### src/rtl/parking_pkg.sv
// Shared types and constants for the parking-lot occupancy scheduler.
package parking_pkg;

  typedef enum logic [1:0] {
    IDLE,
    ISSUE,
    GAP
  } sched_state_t;

  typedef enum logic {
    SRC_INC,
    SRC_DEC
  } src_t;

  localparam int MAX_BCD_COUNT = 99;
  localparam int OCC_W         = 7;

  // Round-robin between the two event sources; a lone pending source always wins.
  function automatic src_t pick_source(input logic ent_pending,
                                       input logic ext_pending,
                                       input src_t last_served);
    if (ent_pending && ext_pending) begin
      return (last_served == SRC_INC) ? SRC_DEC : SRC_INC;
    end else if (ext_pending) begin
      return SRC_DEC;
    end else begin
      return SRC_INC;
    end
  endfunction

endpackage

### src/rtl/sat_updown.sv
// Saturating pending-event counter: counts detector pulses up, scheduler consumes down.
module sat_updown #(
  parameter int PEND_W = 3
) (
  input  logic clk,
  input  logic reset,
  input  logic inc,
  input  logic dec,
  output logic nonzero,
  output logic sat_drop
);

  localparam logic [PEND_W-1:0] MAX_COUNT = '1;

  logic [PEND_W-1:0] count_q;
  logic [PEND_W-1:0] count_d;
  logic              dec_ok;

  // An event and a consume in the same cycle cancel, so saturation only drops a lone event.
  always_comb begin
    count_d  = count_q;
    sat_drop = 1'b0;
    dec_ok   = dec && (count_q != '0);
    case ({inc, dec_ok})
      2'b10: begin
        if (count_q == MAX_COUNT) begin
          sat_drop = 1'b1;
        end else begin
          count_d = count_q + 1'b1;
        end
      end
      2'b01:   count_d = count_q - 1'b1;
      default: count_d = count_q;
    endcase
  end

  always_ff @(posedge clk) begin
    if (!reset) begin
      count_q <= '0;
    end else begin
      count_q <= count_d;
    end
  end

  assign nonzero = (count_q != '0);

endmodule

### src/rtl/occupancy_sched.sv
// Arbitrates entry/exit events into one-at-a-time inc/dec commands for the BCD counter
// and keeps a binary shadow of the committed occupancy with full/empty flags.
module occupancy_sched
  import parking_pkg::*;
#(
  parameter int CAPACITY = 99,
  parameter int PEND_W   = 3
) (
  input  logic             clk,
  input  logic             reset,
  input  logic             ent_evt,
  input  logic             ext_evt,
  input  logic             cnt_ready,
  output logic             cnt_inc,
  output logic             cnt_dec,
  output logic [OCC_W-1:0] occupancy,
  output logic             full,
  output logic             empty,
  output logic             reject,
  output logic             underflow,
  output logic             lost_evt
);

  localparam int               CAP_EFF = (CAPACITY > MAX_BCD_COUNT) ? MAX_BCD_COUNT : CAPACITY;
  localparam logic [OCC_W-1:0] CAP_OCC = OCC_W'(CAP_EFF);

  sched_state_t     state_q, state_d;
  src_t             last_served_q, last_served_d;
  src_t             cand;
  logic             cnt_inc_q, cnt_inc_d;
  logic             cnt_dec_q, cnt_dec_d;
  logic [OCC_W-1:0] occupancy_q, occupancy_d;
  logic             full_q, full_d;
  logic             empty_q, empty_d;
  logic             reject_q, reject_d;
  logic             underflow_q, underflow_d;
  logic             lost_evt_q, lost_evt_d;

  logic ent_consume, ext_consume;
  logic ent_pending, ext_pending;
  logic ent_drop, ext_drop;

  sat_updown #(.PEND_W(PEND_W)) u_pend_ent (
    .clk      (clk),
    .reset    (reset),
    .inc      (ent_evt),
    .dec      (ent_consume),
    .nonzero  (ent_pending),
    .sat_drop (ent_drop)
  );

  sat_updown #(.PEND_W(PEND_W)) u_pend_ext (
    .clk      (clk),
    .reset    (reset),
    .inc      (ext_evt),
    .dec      (ext_consume),
    .nonzero  (ext_pending),
    .sat_drop (ext_drop)
  );

  // Discards consume a pending event but leave the counter untouched and stay in IDLE.
  always_comb begin
    state_d       = state_q;
    last_served_d = last_served_q;
    cnt_inc_d     = cnt_inc_q;
    cnt_dec_d     = cnt_dec_q;
    occupancy_d   = occupancy_q;
    reject_d      = 1'b0;
    underflow_d   = 1'b0;
    ent_consume   = 1'b0;
    ext_consume   = 1'b0;
    cand          = pick_source(ent_pending, ext_pending, last_served_q);

    case (state_q)
      IDLE: begin
        if (ent_pending || ext_pending) begin
          if (cand == SRC_INC) begin
            ent_consume = 1'b1;
            if (full_q) begin
              reject_d = 1'b1;
            end else begin
              cnt_inc_d     = 1'b1;
              last_served_d = SRC_INC;
              state_d       = ISSUE;
            end
          end else begin
            ext_consume = 1'b1;
            if (empty_q) begin
              underflow_d = 1'b1;
            end else begin
              cnt_dec_d     = 1'b1;
              last_served_d = SRC_DEC;
              state_d       = ISSUE;
            end
          end
        end
      end
      ISSUE: begin
        if (cnt_ready) begin
          cnt_inc_d = 1'b0;
          cnt_dec_d = 1'b0;
          if (cnt_inc_q) begin
            occupancy_d = occupancy_q + 7'd1;
          end else if (cnt_dec_q) begin
            occupancy_d = occupancy_q - 7'd1;
          end
          state_d = GAP;
        end
      end
      GAP:     state_d = IDLE;
      default: state_d = IDLE;
    endcase

    full_d     = (occupancy_d == CAP_OCC);
    empty_d    = (occupancy_d == '0);
    lost_evt_d = ent_drop | ext_drop;
  end

  always_ff @(posedge clk) begin
    if (!reset) begin
      state_q       <= IDLE;
      last_served_q <= SRC_DEC;
      cnt_inc_q     <= 1'b0;
      cnt_dec_q     <= 1'b0;
      occupancy_q   <= '0;
      full_q        <= (CAP_EFF == 0);
      empty_q       <= 1'b1;
      reject_q      <= 1'b0;
      underflow_q   <= 1'b0;
      lost_evt_q    <= 1'b0;
    end else begin
      state_q       <= state_d;
      last_served_q <= last_served_d;
      cnt_inc_q     <= cnt_inc_d;
      cnt_dec_q     <= cnt_dec_d;
      occupancy_q   <= occupancy_d;
      full_q        <= full_d;
      empty_q       <= empty_d;
      reject_q      <= reject_d;
      underflow_q   <= underflow_d;
      lost_evt_q    <= lost_evt_d;
    end
  end

  assign cnt_inc   = cnt_inc_q;
  assign cnt_dec   = cnt_dec_q;
  assign occupancy = occupancy_q;
  assign full      = full_q;
  assign empty     = empty_q;
  assign reject    = reject_q;
  assign underflow = underflow_q;
  assign lost_evt  = lost_evt_q;

  a_cmd_exclusive: assert property (@(posedge clk) !(cnt_inc_q && cnt_dec_q));

endmodule

### config.mk
export PLATFORM = sky130hd
export DESIGN_NAME = occupancy_sched
export DESIGN_NICKNAME = d
export VERILOG_FILES = /design/src/rtl/parking_pkg.sv /design/src/rtl/sat_updown.sv /design/src/rtl/occupancy_sched.sv
export SDC_FILE = /design/constraint.sdc
export NUM_CORES = 1
export LEC_CHECK = 0
export CAP_MARGIN = 15
export CORE_MARGIN = 3
export CORE_UTILIZATION = 55
export CTS_BUF_LIST = sky130_fd_sc_hd__clkbuf_4
export DETAILED_ROUTE_END_ITERATION = 10
export PLACE_DENSITY = 0.79
export SKIP_CTS_REPAIR_TIMING = 1
export SLEW_MARGIN = 5
export SYNTH_ARGS = -nofsm -noshare
export SYNTH_HDL_FRONTEND = slang
export SYNTH_HIERARCHICAL = 1
export SYNTH_SLANG_ARGS = --single-unit
### constraint.sdc
create_clock -name clk -period 8.3 [get_ports clk]
set_clock_uncertainty 0.2 [all_clocks]
set_input_delay 1.66 -clock clk [delete_from_list [all_inputs] [get_ports clk]]
set_output_delay 1.66 -clock clk [all_outputs]
set_load 0.02 [all_outputs]
==> impl_metrics.env <==
export IMPL_outcome="finished clean"
export IMPL_vias=1422
export IMPL_gp_congestion=0.885
export IMPL_worstSkewPairLatency_ns=0.32
export IMPL_wl_per_cell_um=14.8
export IMPL_end_kind="register"
export IMPL_rr_startpoint="u_pend_ent/count_q[2]$_SDFFE_PN0P_"
export IMPL_fp_coreArea_um2=2590
export IMPL_port_buffers=18
export IMPL_path_max_fanout=12
export IMPL_die_area_um2=3550
export IMPL_worstPathRequired_ns=8.31
export IMPL_maxCapViolations=0
export IMPL_slew_headroom_pct=49.6
export IMPL_crit_chain="clkdlybuf4s50_1 -> and2b_1 -> nand2_1 -> fa_1 -> o21ai_1 -> a222oi_1 -> a21boi_1"
export IMPL_antenna_found_initial=0
export IMPL_synthFlopType="dfxtp_1"
export IMPL_fillers=224
export IMPL_grt_pass1_vias=1279
export IMPL_grt_pass1_wl_um=5910
export IMPL_crit_arrival_ns=3.69
export IMPL_max_stage_delay_ns=0.58
export IMPL_clkSinkCount=23
export IMPL_setup_tns_ns=0
export IMPL_ys_top_cells_by_count="23 x dfxtp_1, 14 x o21ai_0, 11 x nor2_1"
export IMPL_cp_num_buf_inv=1
export IMPL_multi_input_area_um2=1010
export IMPL_dr_wl_met2_um=1500
export IMPL_grt_ovfl_total=0
export IMPL_fin_crit_ns=3.68
export IMPL_worstSetupStartpointType="input port"
export IMPL_layout_nets=212
export IMPL_cts_htree_levels=1
export IMPL_rrSetupSlack_ns=5.23
export IMPL_yosysTopAreaCellShare_pct=29.2
export IMPL_drt_pass1_iter_count=4
export IMPL_ant_nets=0
export IMPL_setup_ws_ns=4.62
export IMPL_die_w_um=59.6
export IMPL_seqCellArea_um2=460
export IMPL_total_power_uw=510
export IMPL_synth_seq_cells=23
export IMPL_cts_max_path_buffers=2
export IMPL_final_layout_size_suffix_gt1_share_pct=6.93
export IMPL_yosys_top_cells_area="dfxtp_1 29%, o21ai_0 4.4%, xor2_1 3.3%"
export IMPL_maxSlewViolCount=0
export IMPL_route_met3_wl_um=148
export IMPL_place_ws_ns=4.28
export IMPL_initial_core_util_pct=60.9
export IMPL_async_flop_share_pct=0
export IMPL_synth_area_per_cell_um2=8.35
export IMPL_yosysMostFrequentCell="dfxtp_1"
export IMPL_synth_edff_count=0
export IMPL_hold_viol=0
export IMPL_ir_worst_vdd_uv=200
export IMPL_post_dp_hpwl_um=2370
export IMPL_netlist_area_um2=1580
export IMPL_cts_tree="yes"
export IMPL_finalSetupViolations=0
export IMPL_syn_nets=198
export IMPL_rsz0062_at_grt="no"
export IMPL_finalWirelength_um=3420
export IMPL_synth_cells=189
export IMPL_synth_area_leader_cell="dfxtp_1"
export IMPL_die_h_um=59.6
export IMPL_syn_to_final_growth_pct=12.5
export IMPL_hold_class="reg2reg"
export IMPL_holdPathStages=2
export IMPL_min_to="u_pend_ent/count_q[0]$_SDFFE_PN0P_"
export IMPL_diodes=0
export IMPL_crit_slowest_cell="clkdlybuf4s50_1"
export IMPL_grt_max_degree=25
export IMPL_route_detailed_drc=0
export IMPL_ys_types=58
export IMPL_cts_root_buffer="clkbuf_4"
export IMPL_fin_crit_sh_pct=44.3
export IMPL_critical_path_class="in2reg"
export IMPL_grt_usage_pct=21.4
export IMPL_vias_per_cell=6.13
export IMPL_worstReg2RegEnd="u_pend_ext/count_q[1]$_SDFFE_PN0P_"
export IMPL_path_clk_slew_ns=0.12
export IMPL_powerDensity_nw_per_um2=287
export IMPL_highest_layer="met4"
export IMPL_tightest_slew_ns=0.753
export IMPL_fmax_mhz=272
export IMPL_holdCritStartpoint="u_pend_ent/count_q[0]$_SDFFE_PN0P_"
export IMPL_cp_top_family="buffers and inverters"
export IMPL_rows=18
export IMPL_ys_warn_count=6
export IMPL_m1WireLength_um=1750
export IMPL_ioPinCount=19
export IMPL_rr_worst_depth=10
export IMPL_drtIter0Drc=88
export IMPL_ys_seq_area_share_pct=29.2
export IMPL_leakagePower_uw=0.000704
export IMPL_cts_made_buffers=3
## final cells by class
class	count	area share (%)
Clock buffer	4	1.69
Inverter	11	2.33
Multi-Input combinational cell	144	57.1
Sequential cell	23	26.0
Tap cell	30	2.12
Timing Repair Buffer	20	10.9
## metal layers
| layer | GRT usage (%) | vias up |
|---|---|---|
| met5 | 0 | - |
| met4 | 6.65 | 0 |
| met1 | 31.6 | 666 |
| met3 | 2.18 | 4 |
| li1 | - | 714 |
| met2 | 32.4 | 38 |
## worst max path at each step
| stage | start | to | cells past startpoint |
|---|---|---|---|
| 3_5_place_dp | ext_evt | u_pend_ext/count_q[1]$_SDFFE_PN0P_ | 7 |
| 6_report | ext_evt | u_pend_ext/count_q[1]$_SDFFE_PN0P_ | 7 |
| 2_1_floorplan | ext_evt | u_pend_ext/count_q[1]$_SDFFE_PN0P_ | 6 |
| 5_1_grt | ext_evt | u_pend_ext/count_q[1]$_SDFFE_PN0P_ | 7 |
| 4_1_cts | ext_evt | u_pend_ext/count_q[1]$_SDFFE_PN0P_ | 7 |
| 3_3_place_gp | ext_evt | u_pend_ext/count_q[1]$_SDFFE_PN0P_ | 7 |
## layout by cell type (no fill, tap or decap), drive strengths merged, types with 3 or more instances in the layout
cell / Yosys / final
dfxtp: 23 / 23
clkdlybuf4s50: 0 / 18
o21ai: 18 / 18
nor2: 11 / 11
inv: 11 / 11
nand2: 10 / 10
nor3: 8 / 8
and2: 8 / 8
a21oi: 6 / 6
xor2: 6 / 6
and3: 6 / 6
nand3: 5 / 5
clkbuf: 5 / 5
and3b: 4 / 4
nor2b: 4 / 4
nand2b: 4 / 4
nand3b: 4 / 4
a21boi: 4 / 4
o21a: 3 / 3
nor4: 3 / 3
or3: 3 / 3
## logic make-up (layout without fill, tap and decap cells)
| group | count (synthesis) | in the layout | share of synthesized area [%] |
|---|---|---|---|
| mux | 2 | 2 | 1.27 |
| compound gates | 52 | 52 | 23.0 |
| simple gates | 78 | 78 | 31.3 |
| flops | 23 | 23 | 29.2 |
| fa+ha+maj | 4 | 4 | 4.12 |
| xor+xnor | 8 | 8 | 4.44 |
| buf+inv | 22 | 35 | 6.66 |
## state kept, by name, indices dropped and copies added, names as in the netlist
name,flops
cnt_dec,1
cnt_inc,1
empty,1
full,1
last_served_q,1
lost_evt,1
occupancy,7
reject,1
state_q,2
u_pend_ent/count_q,3
u_pend_ext/count_q,3
underflow,1
## tightest hold or removal path, cell delays in order, from the launching register on
cell and delay (ns):
dfxtp_1 0.36, nand2_1 0.07, mux2i_1 0.06
## power breakdown
| part | internal (uW) | switching, uW |
|---|---|---|
| sequential | 134 | 44.9 |
| clock | 22.1 | 34.9 |
| combinational | 125 | 148 |
## stage by stage
stage                     utilization, %  hold WS [ns]  cell area (um^2)  cells
final                               68.5         0.335              1770    232
after global routing                68.5         0.358              1770    232
after CTS                           68.3         0.332              1770    231
after detailed placement            67.1         0.301              1740    227
after global placement              67.1         0.269              1740    227
after floorplan                        -         0.258              1580    189
Note: power is estimated with default switching activity, not from simulation.
